===== src/rtl/mult_pkg.sv =====
// -----------------------------------------------------------------------------
// mult_pkg -- shared definitions for the Booth multiplier / MAC datapath.
//
// Contents
//   DEF_SIZE      default operand width of the upstream Booth multiplier
//   DEF_N_TERMS   default number of products folded into one result
//   ACC_GUARD     extra accumulator bits above the 2*SIZE product width
//   DEF_ACC_W     default accumulator width (2*DEF_SIZE + ACC_GUARD)
//   mac_state_t   MAC accumulator FSM state encoding
//   cnt_width()   width of a counter that must hold the value n
// -----------------------------------------------------------------------------
package mult_pkg;

  localparam int DEF_SIZE    = 4;
  localparam int DEF_N_TERMS = 4;
  localparam int ACC_GUARD   = 4;
  localparam int DEF_ACC_W   = 2*DEF_SIZE + ACC_GUARD;

  typedef enum logic [1:0] {
    ST_IDLE  = 2'd0,
    ST_ACCUM = 2'd1,
    ST_HOLD  = 2'd2
  } mac_state_t;

  // The term counter must reach n itself without wrapping, so n+1 codes.
  function automatic int cnt_width(input int n);
    return $clog2(n + 1);
  endfunction

endpackage


===== src/rtl/mac_sat_add.sv =====
// -----------------------------------------------------------------------------
// mac_sat_add -- combinational saturating adder for the MAC accumulator.
//
// Adds a signed IN_W-bit term (sign-extended) to a signed ACC_W-bit running
// sum and clamps the result to the representable ACC_W-bit range.
// IN_W must not exceed ACC_W.
//
// Ports
//   i_acc   in   ACC_W  signed running sum
//   i_term  in   IN_W   signed term to add
//   o_sum   out  ACC_W  signed saturated sum
//   o_ovf   out  1      the exact sum did not fit and was clamped
// -----------------------------------------------------------------------------
module mac_sat_add #(
  parameter int IN_W  = 8,
  parameter int ACC_W = 12
) (
  input  logic signed [ACC_W-1:0] i_acc,
  input  logic signed [IN_W-1:0]  i_term,
  output logic signed [ACC_W-1:0] o_sum,
  output logic                    o_ovf
);

  // One extra bit is enough: the sum of an ACC_W-bit and an IN_W<=ACC_W-bit
  // signed value always fits in ACC_W+1 bits.
  localparam int EXT_W = ACC_W + 1;

  logic signed [EXT_W-1:0] w_acc_ext;
  logic signed [EXT_W-1:0] w_term_ext;
  logic signed [EXT_W-1:0] w_sum_ext;

  // The exact sum overflowed the ACC_W range iff its top two bits disagree.
  function automatic logic is_ovf(input logic signed [EXT_W-1:0] v);
    return v[EXT_W-1] ^ v[EXT_W-2];
  endfunction

  function automatic logic signed [ACC_W-1:0] sat_to_acc(
    input logic signed [EXT_W-1:0] v
  );
    logic signed [ACC_W-1:0] max_v;
    logic signed [ACC_W-1:0] min_v;
    max_v = {1'b0, {(ACC_W-1){1'b1}}};
    min_v = {1'b1, {(ACC_W-1){1'b0}}};
    if (is_ovf(v)) begin
      // The top bit of the exact sum carries the true sign.
      return v[EXT_W-1] ? min_v : max_v;
    end
    return v[ACC_W-1:0];
  endfunction

  assign w_acc_ext  = {i_acc[ACC_W-1], i_acc};
  assign w_term_ext = {{(EXT_W-IN_W){i_term[IN_W-1]}}, i_term};
  assign w_sum_ext  = w_acc_ext + w_term_ext;

  assign o_sum = sat_to_acc(w_sum_ext);
  assign o_ovf = is_ovf(w_sum_ext);

endmodule


===== src/rtl/mac_accum.sv =====
// -----------------------------------------------------------------------------
// mac_accum -- dot-product accumulator behind a Booth multiplier.
//
// After start (accepted only in IDLE) the block takes N_TERMS signed products
// through a valid/ready handshake, sums them with saturation into an ACC_W-bit
// accumulator, then presents the result until the downstream accepts it.
//
//   IDLE  --start-->  ACCUM  --N_TERMS-th transfer-->  HOLD  --out_ready-->  IDLE
//
// Ports
//   clk        in   1       clock, rising edge
//   rst        in   1       synchronous active-high reset
//   start      in   1       begin a new accumulation (IDLE only)
//   p_in       in   2*SIZE  signed product
//   p_valid    in   1       p_in is valid
//   p_ready    out  1       product accepted this cycle (ACCUM)
//   acc_out    out  ACC_W   signed accumulator value
//   out_valid  out  1       acc_out is a final result (HOLD)
//   out_ready  in   1       downstream takes the result
//   busy       out  1       FSM not in IDLE
//   ovf        out  1       sticky saturation flag of the current accumulation
// -----------------------------------------------------------------------------
module mac_accum
  import mult_pkg::*;
#(
  parameter int SIZE    = DEF_SIZE,
  parameter int N_TERMS = DEF_N_TERMS,
  parameter int ACC_W   = 2*SIZE + ACC_GUARD
) (
  input  logic                    clk,
  input  logic                    rst,
  input  logic                    start,
  input  logic signed [2*SIZE-1:0] p_in,
  input  logic                    p_valid,
  output logic                    p_ready,
  output logic signed [ACC_W-1:0] acc_out,
  output logic                    out_valid,
  input  logic                    out_ready,
  output logic                    busy,
  output logic                    ovf
);

  localparam int P_W   = 2*SIZE;
  localparam int CNT_W = cnt_width(N_TERMS);
  // Count value seen on the transfer that completes the result.
  localparam logic [CNT_W-1:0] LAST_IDX = CNT_W'(N_TERMS - 1);

  mac_state_t              r_state;
  mac_state_t              w_state_nxt;
  logic signed [ACC_W-1:0] r_acc;
  logic [CNT_W-1:0]        r_cnt;
  logic                    r_ovf;

  logic signed [ACC_W-1:0] w_acc_sum;
  logic                    w_sum_ovf;
  logic                    w_xfer;
  logic                    w_start_acc;

  mac_sat_add #(
    .IN_W  (P_W),
    .ACC_W (ACC_W)
  ) u_sat_add (
    .i_acc  (r_acc),
    .i_term (p_in),
    .o_sum  (w_acc_sum),
    .o_ovf  (w_sum_ovf)
  );

  // p_ready is exactly "state is ACCUM", so a transfer needs only p_valid.
  assign w_xfer      = (r_state == ST_ACCUM) && p_valid;
  assign w_start_acc = (r_state == ST_IDLE) && start;

  always_comb begin
    w_state_nxt = r_state;
    p_ready     = 1'b0;
    out_valid   = 1'b0;
    busy        = 1'b1;
    case (r_state)
      ST_IDLE: begin
        busy = 1'b0;
        if (start) w_state_nxt = ST_ACCUM;
      end
      ST_ACCUM: begin
        p_ready = 1'b1;
        if (p_valid && (r_cnt == LAST_IDX)) w_state_nxt = ST_HOLD;
      end
      ST_HOLD: begin
        out_valid = 1'b1;
        if (out_ready) w_state_nxt = ST_IDLE;
      end
      default: begin
        busy        = 1'b0;
        w_state_nxt = ST_IDLE;
      end
    endcase
  end

  always_ff @(posedge clk) begin
    if (rst) r_state <= ST_IDLE;
    else     r_state <= w_state_nxt;
  end

  // The accumulator is cleared by reset as well: an aborted accumulation must
  // not leave a partial sum visible on acc_out.
  always_ff @(posedge clk) begin
    if (rst || w_start_acc) begin
      r_acc <= '0;
      r_cnt <= '0;
      r_ovf <= 1'b0;
    end else if (w_xfer) begin
      r_acc <= w_acc_sum;
      r_cnt <= r_cnt + CNT_W'(1);
      if (w_sum_ovf) r_ovf <= 1'b1;
    end
  end

  assign acc_out = r_acc;
  assign ovf     = r_ovf;

endmodule

===== config.mk =====
export PLATFORM = sky130hd
export DESIGN_NAME = mac_accum
export DESIGN_NICKNAME = d
export VERILOG_FILES = /design/src/rtl/mult_pkg.sv /design/src/rtl/mac_sat_add.sv /design/src/rtl/mac_accum.sv
export SDC_FILE = /design/constraint.sdc
export NUM_CORES = 1
export LEC_CHECK = 0
export ABC_AREA = 1
export CAP_MARGIN = 15
export CORE_AREA = 8 8 63 65
export DETAILED_ROUTE_END_ITERATION = 10
export DIE_AREA = 0 0 71 73
export PLACE_DENSITY_LB_ADDON = 0.08
export SLEW_MARGIN = 25
export SYNTH_ARGS = -nofsm -noshare
export SYNTH_HDL_FRONTEND = slang
export SYNTH_SLANG_ARGS = --single-unit

===== constraint.sdc =====
create_clock -name clk -period 2.83 [get_ports clk]
set_input_delay 0.849 -clock clk [delete_from_list [all_inputs] [get_ports clk]]
set_output_delay 0.849 -clock clk [all_outputs]
set_load 0.01 [all_outputs]

Word-level counts from Yosys, hierarchy flattened

Index checks and enable logic that the tools add are counted.

$add $sub $neg: 2
Equal/unequal tests: 6
Multiplexer cells: 11
Bitwise gates (word level): 1
Reduce and logical (&&, ||, !) cells: 8

Operators with widths:

| cell                                                  | count |
|---|---|
| 2-to-1 mux 12 bit                                     | 3 |
| adder 12 x 8 -> 13 bit                                | 1 |
| 2-to-1 mux 2 bit                                      | 3 |
| one-hot mux 2 bit (3 select lines)                    | 1 |
| 2-to-1 mux 1 bit                                      | 4 |
| inequality test 2 bit, second input constant          | 2 |
| adder 3 x 1 -> 3 bit, second input constant           | 1 |
| equality test 3 x 2 -> 1 bit, second input constant   | 1 |
| logical AND 1 bit                                     | 3 |
| AND reduction 3 bit                                   | 1 |
| equality test 2 x 1 -> 1 bit, second input constant   | 1 |
| equality test 2 bit, second input constant            | 1 |
| logical NOT 2 bit                                     | 1 |
| inequality test 2 x 1 -> 1 bit, second input constant | 1 |
| AND reduction 2 bit                                   | 1 |
| OR reduction 2 bit                                    | 1 |
| logical OR 1 bit                                      | 1 |
| bitwise XOR 1 bit                                     | 1 |

Bits in registers: 18
Logic and storage cells: 32

Depth between registers and ports, before layout

Word-level depth: 4
Depth in mapped cells: 15
Gate-level depth less buffers: 15

Cells and area by module

From an unflattened synthesis, not the netlist that was laid out.

Cell total of the unflattened synthesis: 245
Area total of the unflattened synthesis: 1666.6 um^2

By module, submodules not included:

| module      | times used | cells each | area an instance (um^2) |
|---|---|---|---|
| mac_accum   | 1          | 101        | 865.8 |
| mac_sat_add | 1          | 144        | 800.8 |

Worst setup path before layout

OpenSTA, ideal clock, no wires.

Path kind: input -> register
From: input port p_in[0]
To: register r_acc[5], in the netlist acc_out[5]
Setup time: 0.122 ns
Arrival: 2.246 ns
Data required time: 2.708 ns
Path slack: 0.462 ns
Stages on the path: 12
Cells stage by stage: ha_1 -> inv_1 -> fa_1 -> o21ai_2 -> nand2_2 -> nand3_2 -> nand2_1 -> nand2_2 -> nand2_2 -> buf_6 -> nand2_1 -> a21oi_2

Word-level cells in the longest chain between the ends: 4
Elaborated cells between the ends (all ways): 6
Classes of those cells: add/sub: 1; mux: 4; bitwise: 1

RTL lines:

| what                                                          | line                                 | text |
|---|---|---|
| start, declared                                               | mac_accum.sv:33                      | `input logic signed [2*SIZE-1:0] p_in,` |
| adder 12 x 8 -> 13 bit (*)                                    | mac_sat_add.sv:53                    | `assign w_sum_ext = w_acc_ext + w_term_ext;` |
| 2-to-1 mux 12 bit / bitwise XOR 1 bit (equally long branches) | mac_sat_add.sv:46, mac_sat_add.sv:34 |  |
| 2-to-1 mux 12 bit / 2-to-1 mux 1 bit (equally long branches)  | mac_sat_add.sv:44                    | `if (is_ovf(v)) begin` |
| 2-to-1 mux 12 bit (*)                                         | mac_sat_add.sv:48                    | `return v[ACC_W-1:0];` |
| end signal, assigned                                          | mac_accum.sv:111                     | `r_acc <= w_acc_sum;` |
| end, declared                                                 | mac_accum.sv:50                      | `logic signed [ACC_W-1:0] r_acc;` |

Every way passes the cells marked *; elsewhere a longest branch is shown, timed or not. The select of a mux whose other input is x is not followed.
A chain may end at the register's enable or synchronous reset.

Worst setup path after layout

From: input port p_in[0]
To: register r_ovf, in the netlist ovf

Word-level cells in the longest chain between the ends: 3

RTL lines:

| what                                 | line              | text |
|---|---|---|
| adder 12 x 8 -> 13 bit               | mac_sat_add.sv:53 |  |
| bitwise XOR 1 bit                    | mac_sat_add.sv:34 | `return v[EXT_W-1] ^ v[EXT_W-2];` |
| AND reduction 2 bit (no source line) | n/a               |  |
| end signal, assigned                 | mac_accum.sv:109  | `r_ovf <= 1'b0;` |
| end signal, assigned                 | mac_accum.sv:113  | `if (w_sum_ovf) r_ovf <= 1'b1;` |
| end, declared                        | mac_accum.sv:52   | `logic r_ovf;` |

No other way between the ends.

==> flow_summary.yaml <==
setup_path:
  crit_path_end_kind: "flip-flop"
  cp-start-kind: "input pin"
  cp.arrival_ns: 2.91
  cp.required_ns: 3.09
  reg2reg_from: "acc_out[0]"
  crit_path_start: "p_in[0]"
  path_class: "in2reg"
  critPathMaxFanout: 11
synth:
  seq_area_frac_synth_pct: 24.66
  ys.flop_type: "dfxtp_1"
  syn-cell-area_um2: 1461
  synth_cells: 208
  synth_seq_cells: 18
  synth_area_leaders: "dfxtp_1 (25%), ha_1 (15%), nand2_1 (15%), inv_1 (6.2%), a21oi_1 (5.1%)"
  yosys_warnings: 0
  synth_commonest_cells: "nand2_1 (57), inv_1 (24), dfxtp_1 (18), ha_1 (18), a21oi_1 (15)"
  synth_top_area_share_pct: 24.66
  synth.most_common_cell: "nand2_1"
  syn-num-nets: 240
  synth_area_per_cell_um2: 7.026
  synthArstFlopShare_pct: 0
  ys_types: 28
  synth_top_cell_by_area: "dfxtp_1"
  synth_edf_count: 0
clocking:
  ctsResizeCount: 0
  cts_sinks: 18
  cts_made_buffers: 3
  ctsHoldBuffers: 0
  clk_latency_ns: 0.31
  clockBufferDepth: 2
  htree_levels: 1
  cts_tree: "yes"
  cts_root_buf: "clkbuf_4"
  cts_setup_buffers: 0
  cts.clk_slew.worst_paths_ns: 0.11
floorplan:
  start_util_pct: 49.49
  die-width_um: 71
  rows: 20
  ios: 29
  dieHeight_um: 73
  core_area_um2: 2953
  dieArea_um2: 5183
sta:
  tightest_slew_ns: 0.4017
  skew_ns: 0.007856
  setup_ws_ns: 0.1793
  fmax_ghz: 0.3773
  finalMaxSlewViolations: 0
  period_minus_slack_ns: 2.651
  rsz0062_at_grt: "no"
  slew_headroom_pct: 73.17
  final.period_utilization_pct: 93.66
  final-hold-violation-count: 0
  setup_violations: 0
grt:
  grt_antenna_before_repair: 0
  grt-ovfl-total: 0
  grt_max_degree: 14
  track_usage_pct: 14.01
  grt_pass1_vias: 1430
  grt_pass1_wl_um: 5961
power:
  p_int_w: 0.0007259
  swShare_pct: 42.00
  switching_power_w: 0.0005257
  power_density_nw_per_um2: 631.5
  seqPwrFrac_pct: 26.6
  finalPower_w: 0.001252
  ir_drop_mv: 0.3069
  clock_power_share_pct: 13.7
  leakage_nw: 0.9571
  pwr-share-comb_pct: 59.7
route:
  drt_wl_total_um: 3681
  dr.pass1.iters: 4
  antenna_left: 0
  drc: 0
  vias_per_cell: 5.218
  vias: 1508
  wl_per_cell_um: 12.74
  first_iter_violations: 58
finish:
  fin_util_pct: 67.12
  nets: 289
  areaGrowthSynthToFinish_pct: 35.62
  antenna-diode-count: 0
  fillers: 267
  drive_gt1_share_pct: 17.19
placement:
  place_congestion: 0.8347
  io_buffers: 28
  post-place-ws_ns: -0.1624
  hpwl_um: 2891
worst_hold_path:
  worst_hold_path_type: "reg2reg"
  min_from: "r_cnt[1]"
flow_run:
  maxCapViolCount: 0
outcome:
  outcome: "finished, final reports clean"
cells in the final DEF, fill, tap and decap left out:
| cell type | count |
|---|---|
| o21ai_2 | 1 |
| nand3b_1 | 1 |
| o221ai_1 | 1 |
| o211ai_1 | 1 |
| dlymetal6s2s_1 | 1 |
| a211oi_1 | 2 |
| clkbuf_8 | 1 |
| nand4_1 | 5 |
| nand2_2 | 6 |
| fa_1 | 1 |
| and2_1 | 1 |
| o21ai_1 | 1 |
| xnor2_1 | 4 |
| nand3_2 | 2 |
| ha_4 | 3 |
| a21oi_1 | 15 |
| buf_4 | 19 |
| a21oi_2 | 7 |
| inv_1 | 24 |
| a31oi_1 | 2 |
| nand2_4 | 1 |
| ha_1 | 15 |
| o21ai_0 | 11 |
| clkdlybuf4s50_1 | 27 |
| nand2_1 | 57 |
| inv_4 | 1 |
| dfxtp_1 | 18 |
| nor2_1 | 13 |
| xor2_1 | 5 |
| clkbuf_4 | 3 |
| nand3_1 | 7 |
kinds of logic (layout without fill, tap and decap cells):
group | after synthesis | in the layout | synth area share, %
XOR/XNOR | 9 | 9 | 5.393
flip-flops | 18 | 18 | 24.66
adder cells (fa/ha/maj) | 19 | 19 | 16.78
buffers and inverters | 28 | 76 | 7.962
AND/OR/NAND/NOR | 93 | 93 | 28.17
AO/OA/AOI/OAI | 41 | 41 | 17.04
state kept, by name, summed over array words and instances (netlist names):
register / flops
ovf: 1
r_cnt: 3
acc_out: 12
r_state: 2
power groups by stage:
stage          clock network, W  logic [W]  registers, W
2_1_floorplan                 0   0.000449      0.000345
3_3_place_gp                  0   0.000716      0.000335
3_5_place_dp                  0   0.000737      0.000337
4_1_cts                0.000174   0.000742      0.000331
5_1_grt                0.000190   0.000833      0.000340
6_report               0.000171   0.000747      0.000333
critical path, stage by stage:
cell and delay [ns]:
clkdlybuf4s50_1 0.46, ha_1 0.17, inv_1 0.06, fa_1 0.42, o21ai_2 0.19, nand2_2 0.09
nand3_2 0.07, nand2_1 0.06, nand2_2 0.07, nand2_2 0.15, nand2_1 0.11, nand2_1 0.05
nand2_1 0.06, nand2_1 0.04, inv_1 0.05
routing by layer:
metal	track usage (%)	up-vias	wire length, µm
met1	14.91	687	1580
met2	26.16	28	1878
met3	3.297	8	160
met5	0	-	0
met4	5.081	0	61
li1	-	785	-
final timing paths:
kind | to | slack, ns | cells after the start
setup / recovery | ovf | 0.18 | 15
hold / removal | r_cnt[1] | 0.49 | 2
setup reg to reg | ovf | 0.80 | 14
hold reg to reg | r_cnt[1] | 0.49 | 2
layout make-up:
type / instances / area [µm²] / area share (%)
Clock buffer: 4 / 36.28 / 1.831
Inverter: 25 / 96.34 / 4.861
Multi-Input combinational cell: 162 / 1022 / 51.58
Sequential cell: 18 / 360.3 / 18.18
Tap cell: 33 / 41.29 / 2.083
Timing Repair Buffer: 47 / 425.4 / 21.46
metrics by stage:
step                      setup TNS (ns)  std cells  cell area (µm²)  hold slack [ns]
final                                  0        289             1982           0.4855
after global routing                   0        289             1982           0.5136
after CTS                              0        289             1942           0.4877
after detailed placement          -1.393        285             1906           0.4702
after global placement           -0.9123        285             1906           0.4562
after floorplan                        0        208             1461           0.4491
(Power assumes the default switching activity.)
